## src/rtl/rnd_port_rx.sv

```systemverilog
// rnd_port_rx: receives strobed random bytes from asynchronous pins into a FWFT FIFO
// with a valid/ready output stream, link status and drop accounting.
module rnd_port_rx #(
  parameter int SYNC_STAGES = 2,
  parameter int SETTLE_CYC  = 2,
  parameter int FIFO_AW     = 4
) (
  input  logic               clk,
  input  logic               rst,
  input  logic [7:0]         rnd_pin,
  input  logic               strb_pin,
  input  logic               link_rstn_pin,
  output logic [7:0]         m_data,
  output logic               m_valid,
  input  logic               m_ready,
  output logic [FIFO_AW:0]   fifo_level,
  output logic               link_up,
  output logic               overflow,
  input  logic               ovf_clr,
  output logic [31:0]        byte_cnt,
  output logic [15:0]        drop_cnt
);
  localparam int DEPTH = 1 << FIFO_AW;
  typedef enum logic [1:0] {LINK_DOWN, WAIT_EDGE, SETTLE, CAPTURE} state_t;
  state_t                 state;
  logic [SYNC_STAGES-1:0] strb_sync, lrst_sync;
  logic                   strb_prev, strb_rise;
  logic [7:0]             rnd_q;
  logic [3:0]             cnt;
  logic [7:0]             mem [DEPTH];
  logic [FIFO_AW-1:0]     wptr, rptr, rnext;
  logic                   push, pop, full, acc, drop;
  assign link_up   = lrst_sync[SYNC_STAGES-1];
  assign strb_rise = strb_sync[SYNC_STAGES-1] && !strb_prev;
  assign m_valid   = fifo_level != '0;
  assign full      = fifo_level == (FIFO_AW+1)'(DEPTH);
  assign push      = state == CAPTURE && link_up;
  assign pop       = m_valid && m_ready;
  assign acc       = push && (!full || pop);
  assign drop      = push && full && !pop;
  assign rnext     = rptr + 1'b1;
  always_ff @(posedge clk or posedge rst)
    if (rst) begin
      strb_sync <= '0;
      lrst_sync <= '0;
      strb_prev <= 1'b0;
      rnd_q     <= '0;
    end else begin
      strb_sync <= {strb_sync[SYNC_STAGES-2:0], strb_pin};
      lrst_sync <= {lrst_sync[SYNC_STAGES-2:0], link_rstn_pin};
      strb_prev <= strb_sync[SYNC_STAGES-1];
      rnd_q     <= rnd_pin;
    end
  // A link drop in any state abandons the pending capture on the next cycle.
  always_ff @(posedge clk or posedge rst)
    if (rst) begin
      state <= LINK_DOWN;
      cnt   <= '0;
    end else if (!link_up) begin
      state <= LINK_DOWN;
    end else begin
      case (state)
        LINK_DOWN: state <= WAIT_EDGE;
        WAIT_EDGE: if (strb_rise) begin
          state <= SETTLE;
          cnt   <= 4'(SETTLE_CYC - 1);
        end
        SETTLE:    if (cnt == '0) state <= CAPTURE; else cnt <= cnt - 1'b1;
        default:   state <= WAIT_EDGE;
      endcase
    end
  always_ff @(posedge clk)
    if (acc) mem[wptr] <= rnd_q;
  // m_data is a registered copy of the head so it resets to zero and holds when empty.
  always_ff @(posedge clk or posedge rst)
    if (rst) begin
      wptr       <= '0;
      rptr       <= '0;
      fifo_level <= '0;
      m_data     <= '0;
      byte_cnt   <= '0;
      drop_cnt   <= '0;
      overflow   <= 1'b0;
    end else begin
      if (acc) wptr <= wptr + 1'b1;
      if (pop) rptr <= rnext;
      fifo_level <= fifo_level + (FIFO_AW+1)'(acc) - (FIFO_AW+1)'(pop);
      if (acc && (fifo_level == '0 || (pop && fifo_level == 1)))
        m_data <= rnd_q;
      else if (pop && fifo_level > 1)
        m_data <= mem[rnext];
      byte_cnt <= byte_cnt + 32'(acc);
      if (drop) begin
        overflow <= 1'b1;
        drop_cnt <= ovf_clr ? 16'd1 : drop_cnt + 16'(drop_cnt != 16'hFFFF);
      end else if (ovf_clr) begin
        overflow <= 1'b0;
        drop_cnt <= '0;
      end
    end
endmodule
```

## config.mk

```make
export PLATFORM = sky130hd
export DESIGN_NAME = rnd_port_rx
export DESIGN_NICKNAME = d
export VERILOG_FILES = /design/src/rtl/rnd_port_rx.sv
export SDC_FILE = /design/constraint.sdc
export NUM_CORES = 1
export LEC_CHECK = 0
export CAP_MARGIN = 20
export CORE_MARGIN = 10
export CORE_UTILIZATION = 35
export CTS_CLUSTER_DIAMETER = 200
export DETAILED_ROUTE_END_ITERATION = 7
export GPL_TIMING_DRIVEN = 0
export SYNTH_ARGS = -nofsm -noshare
export SYNTH_HDL_FRONTEND = slang
export SYNTH_SLANG_ARGS = --single-unit
```

## constraint.sdc

```tcl
create_clock -name clk -period 4.1 [get_ports clk]
set_clock_uncertainty 0.2 [all_clocks]
set_input_delay 1.025 -clock clk [delete_from_list [all_inputs] [get_ports clk]]
set_output_delay 1.025 -clock clk [all_outputs]
set_load 0.05 [all_outputs]
```

==> reports/qor.yml, run 1 <==
status: "completed"
worst_r2r_path_depth: 11
vias: 5506
crit_type: "register to output pin"
combPwrFrac_pct: 35.4
drt_first_pass_iters: 5
leakage_uw: 0.00432
ios: 78
dieArea_sq_um: 33700
async_flop_share_pct: 41.0
rsz0062_at_grt: "no"
post-dp-hpwl_mm: 14.2
syn-num-nets: 684
dpl_cell_area_sq_um: 10600
clk_path_buf_depth: 3
synth_area_sq_um: 9380
switching_share_pct: 32.9
hold_buffers: 0
seq_area_frac_synth_pct: 64.7
synth-main-ff-cell: "edfxtp_1"
power.share.clock_pct: 28.7
portBuffers: 76
relSlewSlack_pct: 36.7
nets: 790
rr_endpoint: "byte_cnt[25]"
antenna_found_initial: 0
clock_latency_ns: 0.50
cts_made_buffers: 24
routed_wirelength_mm: 20.4
gp_routability_congestion: 0.781
arrival_ns: 2.64
wl_per_cell_um: 18.5
p_int_uw: 4970
pwr-share-seq_pct: 35.9
drv_cap: 0
synth_top_area_cell: "edfxtp_1"
final.min_clock_period_ns: 3.87
cp.required_ns: 2.87
drc: 0
grt_pass1_vias: 5587
grt_max_degree: 60
antenna_left: 0
grt_usage_pct: 12.2
power.density_nw_per_um2: 649
final_util_pct: 43.5
ir_drop_mv: 0.409
htreeDepth: 1
switchingPower_uw: 2430
diodes: 0
cts.sinks: 217
max_freq_mhz: 258
endpoint_kind: "output pin"
total_power_uw: 7400
critPathLaunchType: "register"
vias_per_cell: 4.98
drive_gt1_share_pct: 12.2
r2r_start: "state[0]"
ys_ff_latch: 217
synthDistinctLibCells: 48
worst_slew_pin_slew_ns: 0.943
ys_top_cells_by_area: "edfxtp_1, dfrtp_1, mux2i_1, ha_1, mux4_2"
cts_tree: "done"
report.final.slew_viol_count: 0
die_y_um: 184
coreArea_sq_um: 26200
syn_to_final_growth_pct: 21.5
crit_end: "m_valid"
synth_warnings: 0
crit_start: "fifo_level[2]"
postLayoutCellArea_sq_um: 11400
cts.repair.resized: 1
grt_first_pass_wirelength_mm: 32.7
synth_edf_count: 128
cts.clk_slew.worst_paths_ns: 0.06
die_width_um: 184
r2r_setup_slack_ns: 0.39
pre_cts_slack_ns: -0.294
fin_ws_ns: 0.231
finalSetupViolations: 0
grt_overflow: 0
syn_avg_cell_area_sq_um: 14.5
initial_core_util_pct: 35.8
timing.final.crit_share_pct: 94.4
path_max_fanout: 10
syn_inst: 647
hp-class: "register to register"
hold_violations: 0
clockRootBuffer: "clkbuf_16"
synth_top_cell_area_share_pct: 41.0
fp-row-count: 59
post-cts-setup-buffers: 0
drtIter0Drc: 413
[cells in the mapped netlist (all sizes together) (12+ instances only)]
cell    number
edfxtp     128
dfrtp       89
mux2i       33
inv         31
nand2       26
xor2        24
ha          22
nor2        22
nand3       19
xnor2       18
a21oi       16
buf         16
mux2        16
mux4        16
o21ai       16
o31ai       14
clkbuf      12
[power groups by stage]
stage                     Combinational (uW)  Clock, uW  Sequential, uW
after floorplan                         1670          0            2930
after global placement                  2630          0            2690
after detailed placement                2650          0            2700
after CTS                               2660       2170            2660
after global routing                    2860       2270            2680
final                                   2620       2120            2650
[sequential cells by signal, indices dropped and copies added (netlist names), 2 cells and up]
register / flops
rnd_q: 8
lrst_sync: 2
mem: 128
cnt: 4
fifo_level: 5
m_data: 8
state: 2
rptr: 4
drop_cnt: 16
byte_cnt: 32
wptr: 4
strb_sync: 2
[critical path, cell delays in order (launching register included)]
cell and delay (ns):
dfrtp_1 0.40, inv_1 0.11, ha_1 0.22, or3b_2 0.50
buf_2 0.21, or2_2 0.28, dlygate4sd2_1 0.42
[cell families after synthesis]
kind of cell	after synthesis	synth area share, %
multiplexers	65	9.45
adder cells (fa/ha/maj)	23	3.15
flip-flops	217	64.7
XOR/XNOR	42	3.92
AND/OR/NAND/NOR	164	10.3
AO/OA/AOI/OAI	77	5.51
buffers and inverters	59	2.95
[layout make-up]
type / count / area (sq um)
flip-flops and latches: 217 / 6070
inverters: 31 / 119
multi-input cells: 371 / 3040
clock buffers: 38 / 704
fillers: 2367 / 14800
well taps: 335 / 419
plain buffers: 28 / 160
repair buffers: 80 / 805
clock inverters: 6 / 81.3
[metal layers]
| layer | share of wire (%) | routed length (um) | global-route usage (%) |
|---|---|---|---|
| met1 | 47 | 9580 | 17.3 |
| met2 | 46 | 9360 | 18.8 |
| met3 | 5.7 | 1170 | 2.29 |
| met4 | 1.7 | 341 | 2.85 |
| met5 | 0 | 0 | 0 |
[placed cells by master (no fill, tap or decap), types with 24 or more instances in the layout]
| cell type | n |
|---|---|
| xor2_1 | 24 |
| dfrtp_1 | 89 |
| clkbuf_16 | 25 |
| mux2i_1 | 33 |
| clkdlybuf4s50_1 | 75 |
| nand2_1 | 26 |
| edfxtp_1 | 128 |
| inv_1 | 30 |
[stage by stage]
step                setup TNS [ns]  instances  hold WS, ns
floorplan                        0        647        0.131
global placement            -95.11       1058        0.133
detailed placement           -2.65       1062        0.136
CTS                              0       1106        0.156
global route                     0       1106        0.157
finish                           0       1106        0.151
[worst min-delay path by stage]
stage                            start            to  slack (ns)  cells after the start
final                     lrst_sync[0]  lrst_sync[1]        0.15                      0
after global routing      lrst_sync[0]  lrst_sync[1]        0.16                      0
after CTS                 lrst_sync[0]  lrst_sync[1]        0.16                      0
after detailed placement  strb_sync[0]  strb_sync[1]        0.14                      0
after global placement    lrst_sync[0]  lrst_sync[1]        0.13                      0
after floorplan           lrst_sync[0]  lrst_sync[1]        0.13                      0
Power figures use the tool's default switching activity.
==> inputs of run 2 (changes only) <==
--- a/config.mk
+++ b/config.mk
@@ -8,6 +8,7 @@
 export CAP_MARGIN = 20
 export CORE_MARGIN = 10
 export CORE_UTILIZATION = 35
+export CTS_BUF_LIST = sky130_fd_sc_hd__clkbuf_2
 export CTS_CLUSTER_DIAMETER = 200
 export DETAILED_ROUTE_END_ITERATION = 7
 export GPL_TIMING_DRIVEN = 0
==> run 2 against run 1 <==
Final cell count is 5.5% higher. Global-route usage is 0.36 points higher. Critical endpoint unchanged. Sequential power hardly changed. Utilization is 0.96 points lower. Via count is 4.3% higher. Setup slack worse by 0.070 ns. Critical path type unchanged. Count of clock-buffer cells in the layout is 51 higher.
==> reports/qor.yml, run 2 (synthesis gave the netlist of run 1 again) <==
status: "completed"  # unchanged
pwr-share-seq_pct: 39.1  # was 35.9%
layout_commonest_cell: "edfxtp_1"  # unchanged
grt_max_degree: 60  # unchanged
die_y_um: 184  # unchanged
antenna_left: 0  # unchanged
drive_gt1_share_pct: 18.9  # was 12.2%
endpoint_kind: "output pin"  # unchanged
gp_routability_congestion: 0.781  # unchanged
timing.final.crit_share_pct: 96.1  # was 94.4%
syn_to_final_growth_pct: 18.8  # was 21.5%
hold_violations: 0  # unchanged
grt_usage_pct: 12.5  # was 12.2%
path_max_fanout: 10  # unchanged
report.final.slew_viol_count: 0  # unchanged
initial_core_util_pct: 35.8  # unchanged
clockRootBuffer: "clkbuf_2"  # was clkbuf_16
worst_r2r_path_depth: 11  # unchanged
finalSetupViolations: 0  # unchanged
rsz0062_at_grt: "no"  # unchanged
fp-row-count: 59  # unchanged
rr_endpoint: "byte_cnt[31]"  # was byte_cnt[25]
drv_cap: 0  # unchanged
vias_per_cell: 4.92  # was 4.98
cts.sinks: 217  # unchanged
drt_first_pass_iters: 4  # was 5
crit_start: "fifo_level[2]"  # unchanged
cts_made_buffers: 56  # was 24
antenna_found_initial: 1  # was 0
coreArea_sq_um: 26200  # unchanged
postLayoutCellArea_sq_um: 11100  # was 11,400 sq um
ir_drop_mv: 0.372  # was 0.409 mV
r2r_start: "state[1]"  # was state[0]
worst_slew_pin_slew_ns: 0.902  # was 0.943 ns
p_int_uw: 4300  # was 4970 uW
grt_first_pass_wirelength_mm: 33.3  # was 32.7 mm
reg_top3: "mem x128, byte_cnt x32, drop_cnt x16"  # unchanged
post-dp-hpwl_mm: 14.2  # unchanged
combPwrFrac_pct: 38.8  # was 35.4%
die_width_um: 184  # unchanged
mostFrequentLayoutCells: "edfxtp_1, dfrtp_1, clkbuf_2"  # was edfxtp_1, dfrtp_1, clkdlybuf4s50_1
switching_share_pct: 36.6  # was 32.9%
switchingPower_uw: 2480  # was 2430 uW
min_to: "strb_sync[1]"  # was lrst_sync[1]
drtIter0Drc: 451  # was 413
final.min_clock_period_ns: 3.94  # was 3.87 ns
htreeDepth: 2  # was 1
leakage_uw: 0.00435  # was 0.00432 uW
grt_overflow: 0  # unchanged
arrival_ns: 2.71  # was 2.64 ns
hold_buffers: 0  # unchanged
power.density_nw_per_um2: 608  # was 649 nW/um^2
min_from: "strb_sync[0]"  # was lrst_sync[0]
max_freq_mhz: 254  # was 258 MHz
cts.clk_slew.worst_paths_ns: 0.09  # was 0.06 ns
wl_per_cell_um: 17.8  # was 18.5 um
cp.required_ns: 2.87  # about the same
ios: 78  # unchanged
hp-class: "register to register"  # unchanged
clk_path_buf_depth: 3  # unchanged
fin_hold_ws_ns: 0.157  # was 0.151 ns
relSlewSlack_pct: 39.4  # was 36.7%
cts_tree: "done"  # unchanged
vias: 5744  # was 5,506
clock_latency_ns: 0.83  # was 0.50 ns
drc: 0  # unchanged
largest_reg_flops: 128  # unchanged
whs_path_depth: 0  # unchanged
dpl_cell_area_sq_um: 10600  # unchanged
portBuffers: 76  # unchanged
routed_wirelength_mm: 20.8  # was 20.4 mm
nets: 822  # was 790
critPathLaunchType: "register"  # unchanged
power.share.clock_pct: 22.1  # was 28.7%
grt_pass1_vias: 5887  # was 5,587
largest_register: "mem"  # unchanged
dieArea_sq_um: 33700  # unchanged
crit_type: "register to output pin"  # unchanged
r2r_setup_slack_ns: 0.45  # was 0.39 ns
run 2: cell count changes in the layout (fill, tap and decap cells not counted), sizes merged:
cell         change
bufinv           -1
buf              +1
clkinv          +11
clkbuf          +51
diode            +1
dlygate4sd2      -1
clkinvlp         -1
run 2: what timing repair did:
item	4_1_cts	5_1_grt
resized for setup	5	2
setup buffers	0	0
endpoints found under the setup margin	1	1
run 2: worst max-delay path by stage:
stage,endpoint
2_1_floorplan,byte_cnt[0]
3_3_place_gp,wptr[3]
3_5_place_dp,byte_cnt[31]
4_1_cts,m_valid
5_1_grt,m_valid
6_report,m_valid
run 2: area by class of cell:
cell class              instances  area [sq um]
fillers                      2428         15100
flip-flops and latches        217          6070
multi-input cells             371          3040
repair buffers                 80           801
clock buffers                  89           445
well taps                     335           419
plain buffers                  28           160
inverters                      31           119
clock inverters                15          86.3
diodes                          1          2.50
run 2: per-layer routing:
layer	up-vias	GRT usage, %	share of wire (%)
met2	142	18.7	45
li1	2741	-	-
met4	0	4.59	1.9
met5	-	0	0
met3	39	3.08	5.3
met1	2822	17.3	47
run 2: per-stage QoR:
step	setup TNS [ns]	setup WS, ns	utilization [%]	power (uW)	std cells
after floorplan	0	0.568	-	4600	647
after CTS	0	0.0376	42.5	6870	1166
after global routing	0	0.00206	42.5	7230	1167
after global placement	-95.11	-1.04	40.3	5320	1058
after detailed placement	-2.65	-0.294	40.5	5350	1062
final	0	0.161	42.5	6780	1167
run 2: power by group through the flow:
stage                     clock network, uW  registers [uW]  logic (uW)
after floorplan                           0            2930        1670
after global placement                    0            2690        2630
after detailed placement                  0            2700        2650
after CTS                              1570            2650        2660
after global routing                   1690            2680        2870
final                                  1500            2650        2630
run 2: critical path, cell delays in order (launching register included):
cell and delay [ns]:
dfrtp_1 0.42, inv_2 0.09, ha_2 0.20, or3b_2 0.49
buf_2 0.21, or2_2 0.28, buf_2 0.21
